`src/rtl/serial_magnitude_comparator.sv`:
```
// serial_magnitude_comparator
// Multi-cycle magnitude comparator. Compares two WIDTH-bit operands DIGIT bits
// per cycle, MSB-first, in signed or unsigned mode, behind a start/busy/done
// handshake. Results are registered and hold until the next done pulse.
//
// Build option: SERIAL_CMP_EARLY_EXIT_EN
//   defined   - stop on the first differing digit (latency 1..NDIG cycles)
//   undefined - always step all NDIG digits, remembering the first difference
//               in a sticky flag (constant latency of NDIG cycles)
//
// state | meaning
// IDLE  | waiting for start; result outputs hold the last completed comparison
// CMP   | stepping through operand digits, one digit pair per cycle
module serial_magnitude_comparator #(
    parameter int WIDTH = 16,
    parameter int DIGIT = 4
) (
    input  logic             clk,
    input  logic             rst_n,
    input  logic             start,
    input  logic [WIDTH-1:0] a,
    input  logic [WIDTH-1:0] b,
    input  logic             is_signed,
    output logic             busy,
    output logic             done,
    output logic             greater,
    output logic             equal,
    output logic             less
);

    localparam int NDIG = WIDTH / DIGIT;
    localparam int CW   = (NDIG > 1) ? $clog2(NDIG) : 1;
    localparam logic [CW-1:0]    LAST_DIG = CW'(NDIG - 1);
    localparam logic [DIGIT-1:0] MSB_MASK = DIGIT'(1) << (DIGIT - 1);

    generate
        if ((DIGIT < 1) || (WIDTH % DIGIT != 0)) begin : g_bad_cfg
            $error("serial_magnitude_comparator: WIDTH must be a multiple of DIGIT");
        end
    endgenerate

    typedef enum logic [0:0] {
        IDLE = 1'b0,
        CMP  = 1'b1
    } state_t;

    state_t           state;
    state_t           state_nxt;
    logic [WIDTH-1:0] sh_a;
    logic [WIDTH-1:0] sh_b;
    logic             sgn;
    logic [CW-1:0]    cnt;

    logic [DIGIT-1:0] dig_a;
    logic [DIGIT-1:0] dig_b;
    logic             dig_gt;
    logic             dig_lt;
    logic             last_dig;

    logic             load;
    logic             finish;
    logic             res_gt;
    logic             res_lt;

`ifndef SERIAL_CMP_EARLY_EXIT_EN
    logic             diff_seen;
    logic             diff_gt;
`endif

    // Current digit pair; in signed mode the MSB digit gets its sign bit
    // flipped so an unsigned compare orders two's-complement values correctly.
    always_comb begin
        dig_a = sh_a[WIDTH-1 -: DIGIT];
        dig_b = sh_b[WIDTH-1 -: DIGIT];
        if (sgn && (cnt == '0)) begin
            dig_a = dig_a ^ MSB_MASK;
            dig_b = dig_b ^ MSB_MASK;
        end
        dig_gt   = (dig_a > dig_b);
        dig_lt   = (dig_a < dig_b);
        last_dig = (cnt == LAST_DIG);
    end

    // Next-state and completion decode.
    always_comb begin
        state_nxt = state;
        load      = 1'b0;
        finish    = 1'b0;
        res_gt    = 1'b0;
        res_lt    = 1'b0;
        case (state)
            IDLE: begin
                if (start) begin
                    load      = 1'b1;
                    state_nxt = CMP;
                end
            end
            CMP: begin
`ifdef SERIAL_CMP_EARLY_EXIT_EN
                // Any earlier difference would already have ended the compare.
                res_gt = dig_gt;
                res_lt = dig_lt;
                finish = dig_gt || dig_lt || last_dig;
`else
                if (diff_seen) begin
                    res_gt = diff_gt;
                    res_lt = !diff_gt;
                end else begin
                    res_gt = dig_gt;
                    res_lt = dig_lt;
                end
                finish = last_dig;
`endif
                if (finish) begin
                    state_nxt = IDLE;
                end
            end
            default: state_nxt = IDLE;
        endcase
    end

    // State register.
    always_ff @(posedge clk or negedge rst_n) begin
        if (!rst_n) begin
            state <= IDLE;
        end else begin
            state <= state_nxt;
        end
    end

    // Operand shift registers, captured mode and digit counter.
    always_ff @(posedge clk or negedge rst_n) begin
        if (!rst_n) begin
            sh_a <= '0;
            sh_b <= '0;
            sgn  <= 1'b0;
            cnt  <= '0;
        end else if (load) begin
            sh_a <= a;
            sh_b <= b;
            sgn  <= is_signed;
            cnt  <= '0;
        end else if (state == CMP) begin
            sh_a <= sh_a << DIGIT;
            sh_b <= sh_b << DIGIT;
            cnt  <= cnt + CW'(1);
        end
    end

`ifndef SERIAL_CMP_EARLY_EXIT_EN
    // Sticky record of the first differing digit pair, so the full-length
    // run still reports the most significant difference.
    always_ff @(posedge clk or negedge rst_n) begin
        if (!rst_n) begin
            diff_seen <= 1'b0;
            diff_gt   <= 1'b0;
        end else if (load) begin
            diff_seen <= 1'b0;
            diff_gt   <= 1'b0;
        end else if ((state == CMP) && !diff_seen && (dig_gt || dig_lt)) begin
            diff_seen <= 1'b1;
            diff_gt   <= dig_gt;
        end
    end
`endif

    // Registered result outputs and one-cycle done pulse.
    always_ff @(posedge clk or negedge rst_n) begin
        if (!rst_n) begin
            done    <= 1'b0;
            greater <= 1'b0;
            equal   <= 1'b0;
            less    <= 1'b0;
        end else begin
            done <= finish;
            if (finish) begin
                greater <= res_gt;
                less    <= res_lt;
                equal   <= !(res_gt || res_lt);
            end
        end
    end

    assign busy = (state == CMP);

endmodule

```
`config.mk`:
```
export PLATFORM = sky130hd
export DESIGN_NAME = serial_magnitude_comparator
export DESIGN_NICKNAME = d
export VERILOG_FILES = /design/src/rtl/serial_magnitude_comparator.sv
export SDC_FILE = /design/constraint.sdc
export NUM_CORES = 1
export LEC_CHECK = 0
export BUFFER_PORTS_ARGS = -buffer_cell sky130_fd_sc_hd__buf_2
export CAP_MARGIN = 20
export CORE_ASPECT_RATIO = 0.7
export CORE_MARGIN = 2
export CORE_UTILIZATION = 49
export DETAILED_ROUTE_END_ITERATION = 16
export PLACE_DENSITY = 0.75
export RECOVER_POWER = 50
export SLEW_MARGIN = 20
export SYNTH_ARGS = -nofsm -noshare
export SYNTH_HDL_FRONTEND = slang
export SYNTH_SLANG_ARGS = --single-unit
```
`constraint.sdc`:
```
create_clock -name clk -period 1.63 [get_ports clk]
set_clock_uncertainty 0.2 [all_clocks]
set_input_delay 0.0815 -clock clk [delete_from_list [all_inputs] [get_ports clk]]
set_output_delay 0.0815 -clock clk [all_outputs]
set_load 0.02 [all_outputs]
```
; After elaboration in Yosys (flattened, before gate mapping)
; Index checks and enable logic that the tools add are counted.
[op_classes]
add_sub_neg = 1
n_lt_le_gt_ge = 2
eq_ne = 1
mux = 21
bitwise_logic = 3
n_reduce_logical = 11
[ops]
columns = cell, count
row1 = 16-bit 2-to-1 mux, 4
row2 = 1-bit 2-to-1 mux, 12
row3 = 4-bit 2-to-1 mux, 2
row4 = 4-bit > comparator, 1
row5 = 4-bit < comparator, 1
row6 = 2-bit 2-to-1 mux, 2
row7 = 2-bit nonzero test, 2
row8 = 1-bit logical AND, 3
row9 = 1-bit zero test, 3
row10 = 1-bit inverter, 3
row11 = 2-bit by 1-bit adder with 2-bit output (second input constant), 1
row12 = 2-bit == test (second input constant), 1
row13 = 2-bit zero test, 1
row14 = 1-bit logical OR, 2
row15 = 1-bit one-hot mux with 2 select lines, 1
[totals]
reg_bits = 42
in_bits = 36
out_inout_bits = 5
elab_cells = 50

; Longest topological paths before layout
[depth]
word_depth = 8
depth_mapped = 6
ltp_nobuf = 6

; Worst setup path after synthesis
; No wires, ideal clock.
[synth_timing]
kind = reg-to-reg
startpoint = register sh_a[14]
endpoint = register equal
arrival_ns = 1.432
t_required_ns = 1.305
setup_slack_ns = -0.127
stages_incl_launch_ff = 6
path_buffers = 0
period_less_slack_ns = 1.757
path_cell_list = dfrtp_1 ha_1 a21oi_2 a211oi_1 and2_1 mux2_2
[synth_via]
elab_chain_len = 6
[synth_rtl]
columns = element, line_no
row1 = "start, declared", 49  ; logic [WIDTH-1:0] sh_a;
row2 = "start signal, assigned", 144  ; sh_a <= sh_a << DIGIT;
row3 = 4-bit 2-to-1 mux *, 75  ; if (sgn && (cnt == '0)) begin
row4 = 4-bit > comparator / 4-bit < comparator (equally long branches), "79, 80"
row5 = 1-bit 2-to-1 mux, 105  ; if (diff_seen) begin
row6 = 1-bit 2-to-1 mux, 91  ; case (state)
row7 = 1-bit logical OR *, 179  ; equal <= !(res_gt || res_lt);
row8 = 1-bit zero test *, 179
row9 = "end signal, assigned", 179
row10 = "end, declared", 27  ; output logic equal,
; Mark *: on every way between the ends. The rest lies on a longest branch, timed or not.
; A chain may end at the register's enable or synchronous reset.

; Worst setup path after layout
[layout_timing]
startpoint = register sh_b[14]
endpoint = register equal
[layout_via]
elab_chain_len = 6
[layout_rtl]
columns = element, line_no
row1 = "start, declared", 50  ; logic [WIDTH-1:0] sh_b;
row2 = "start signal, assigned", 145  ; sh_b <= sh_b << DIGIT;
row3 = 4-bit 2-to-1 mux *, 75
row4 = 4-bit > comparator / 4-bit < comparator (equally long branches), "79, 80"
row5 = 1-bit 2-to-1 mux, 105
row6 = 1-bit 2-to-1 mux, 91
row7 = 1-bit logical OR *, 179
row8 = 1-bit zero test *, 179
; Marked as above.

==> qor.yml <==
status: "complete, but fails checks"
violations: "setup timing"
grt_overflow_total: 0
startpoint: "sh_b[14]"
cts_made_buffers: 5
wl_per_cell_um: 14.0
die_w_um: 80.5
cts-root-buf: "clkbuf_8"
critPathMaxStageDelay_ps: 390
power_density_nw_per_um2: 1530
cts.path.max_buffers: 2
dp_hpwl_um: 2920
total_power_mw: 4.31
cap_violations: 0
clock_sinks: 42
syn-cell-area_um2: 2010
setup-violations-final: 4
grt_pass1_vias: 1676
r2r_start: "sh_b[14]"
hold_viol: 0
row_count: 19
dr.first_iter.drc_count: 53
timing.final.crit_share_pct: 106
dp_slack_ps: -109
die_h_um: 57.5
syn2layout_area_growth_pct: 40.6
cts.htree.levels: 2
cp_max_fo: 5
start_kind: "register"
detail_route.vias_per_cell: 5.04
routed_wl_um: 4590
finalCriticalPeriod_ps: 1730
worst_pin_slew_ps: 768
drt_pass1_iterations: 4
layout_setup_ws_ps: -105
layout_commonest_cell: "dfrtp_1"
drv_slew: 0
whs_ps: 168
grt.total_usage_pct: 22.5
path_class: "reg2reg"
layout_common_cells: "41 x dfrtp_1, 39 x buf_2, 35 x dlygate4sd3_1"
slowest_stage: "dfrtp_1"
rsz0062_at_grt: "true"
drc_errors: 0
antenna_found_initial: 0
fin_cells: 327
synth_seq_cells: 42
p_leak_nw: 1.40
worstPathArrival_ps: 1720
hp-class: "in2async"
die-area_um2: 4630
seq_area_frac_synth_pct: 52.4
critical_path.cell_chain: "inv_2 > ha_4 > a21oi_4 > a211oi_2 > and2_4 > mux2_4"
drtAntennaViolNets: 0
cts_tree: "yes"
ir_drop_v: 0.000947
antenna_cells: 0
synth_fp_nets: 233
yosysUniqueCellTypes: 29
yosys_warnings: 0
initial_core_util_pct: 51.2
crit_required_ps: 1610
core_area_um2: 3920
dp_cells: 283
ios: 41
syn_avg_cell_area_um2: 10.5
insertion_delay_ps: 290
endpoint_kind: "register"
cts.clk_slew.worst_paths_ps: 80
max_freq_mhz: 576
gp_congestion: 0.863
routed-via-count: 1649
synth_cells: 192
max_slew_margin_pct: 48.8
grt_max_degree: 44
io_buffers: 40
drive_gt1_share_pct: 26.5
ff2ff_path_depth: 6
nets: 315
grt_first_pass_wirelength_um: 7740
==> critical path, delay by kind of cell, from the launching register on <==
family / cells / cell delay, ps
adders and majority gates: 1 / 220
muxes: 1 / 250
AOI/OAI and AO/OA: 2 / 340
DFF: 1 / 390
and+or+nand+nor: 1 / 150
buffers and inverters: 1 / 70
==> metal layers <==
metal | wire, µm | global-route usage (%)
met1 | 2080 | 29.7
met2 | 2160 | 36.1
met4 | 89 | 9.44
met3 | 252 | 5.22
met5 | 0 | 0
==> state kept, by name (all words and copies together), names as in the netlist <==
signal	count
cnt	2
sgn	1
busy	1
equal	1
sh_b	16
greater	1
diff_gt	1
done	1
diff_seen	1
sh_a	16
less	1
==> final timing paths <==
check	endpoint	slack (ps)
worst max-delay path	equal	-100
worst min-delay path	sh_a[10]	170
worst max register to register	equal	-100
worst min register to register	sh_a[5]	290
max in group asynchronous	sh_b[3]	190
min in group clk	sh_a[5]	290
==> per-stage QoR <==
step / cell area, µm² / utilization, % / TNS [ps]
after floorplan: 2030 / - / -2.32
after global placement: 2320 / 59.0 / -310
after detailed placement: 2320 / 59.0 / -440
after CTS: 2800 / 71.3 / -299
after global routing: 2820 / 71.9 / -639
final: 2820 / 71.9 / -303
==> cell families after synthesis <==
group,Yosys count,share of synthesized area [%]
DFF,42,52.4
muxes,33,16.5
adders and majority gates,5,3.12
AOI/OAI and AO/OA,45,13.7
buffers and inverters,22,4.86
xor gates and xnor gates,1,0.436
and+or+nand+nor,44,9.04
==> cell usage after synthesis <==
cell type / number / share of area [%]
dfrtp_1: 42 / 52
mux2i_1: 32 / 16
nand2_1: 28 / 5.2
o21ai_0: 26 / 6.5
nor2_1: 11 / 2.1
inv_1: 10 / 1.9
buf_2: 6 / 1.5
ha_1: 5 / 3.1
clkbuf_1: 4 / 0.75
a211oi_1: 3 / 1.1
a21oi_1: 3 / 0.75
a211o_1: 2 / 0.87
and2_1: 2 / 0.62
buf_4: 2 / 0.75
o211ai_1: 2 / 0.75
a21boi_0: 1 / 0.37
a21o_1: 1 / 0.37
a21oi_2: 1 / 0.44
a22o_1: 1 / 0.44
a2bb2oi_1: 1 / 0.44
a31o_2: 1 / 0.44
a41oi_1: 1 / 0.44
and3_1: 1 / 0.31
mux2_2: 1 / 0.56
nand3_1: 1 / 0.25
nand3b_2: 1 / 0.56
o221ai_1: 1 / 0.44
o22ai_1: 1 / 0.31
xor2_1: 1 / 0.44
==> area by class of cell <==
cell class / instances / area [µm²]
Tap cell: 52 / 65.1
Inverter: 10 / 37.5
Sequential cell: 42 / 1050
Clock inverter: 1 / 5.00
Timing Repair Buffer: 87 / 634
Multi-Input combinational cell: 128 / 941
Clock buffer: 7 / 86.3
Fill cell: 292 / 1100
==> report_power, final <==
group | switching [mW] | internal, mW | leakage (nW)
logic | 1.03 | 0.921 | 0.803
clock network | 0.347 | 0.342 | 0.0482
registers | 0.257 | 1.41 | 0.548
total | 1.63 | 2.67 | 1.40
==> what timing repair did <==
action,CTS,global route
hold buffers,35,0
endpoints found under the setup margin,5,5
endpoints found under the hold margin,76,0
cloned,0,0
buffers inserted,0,1
resized for setup,6,5
pin swaps,5,8
(Power assumes the default switching activity.)
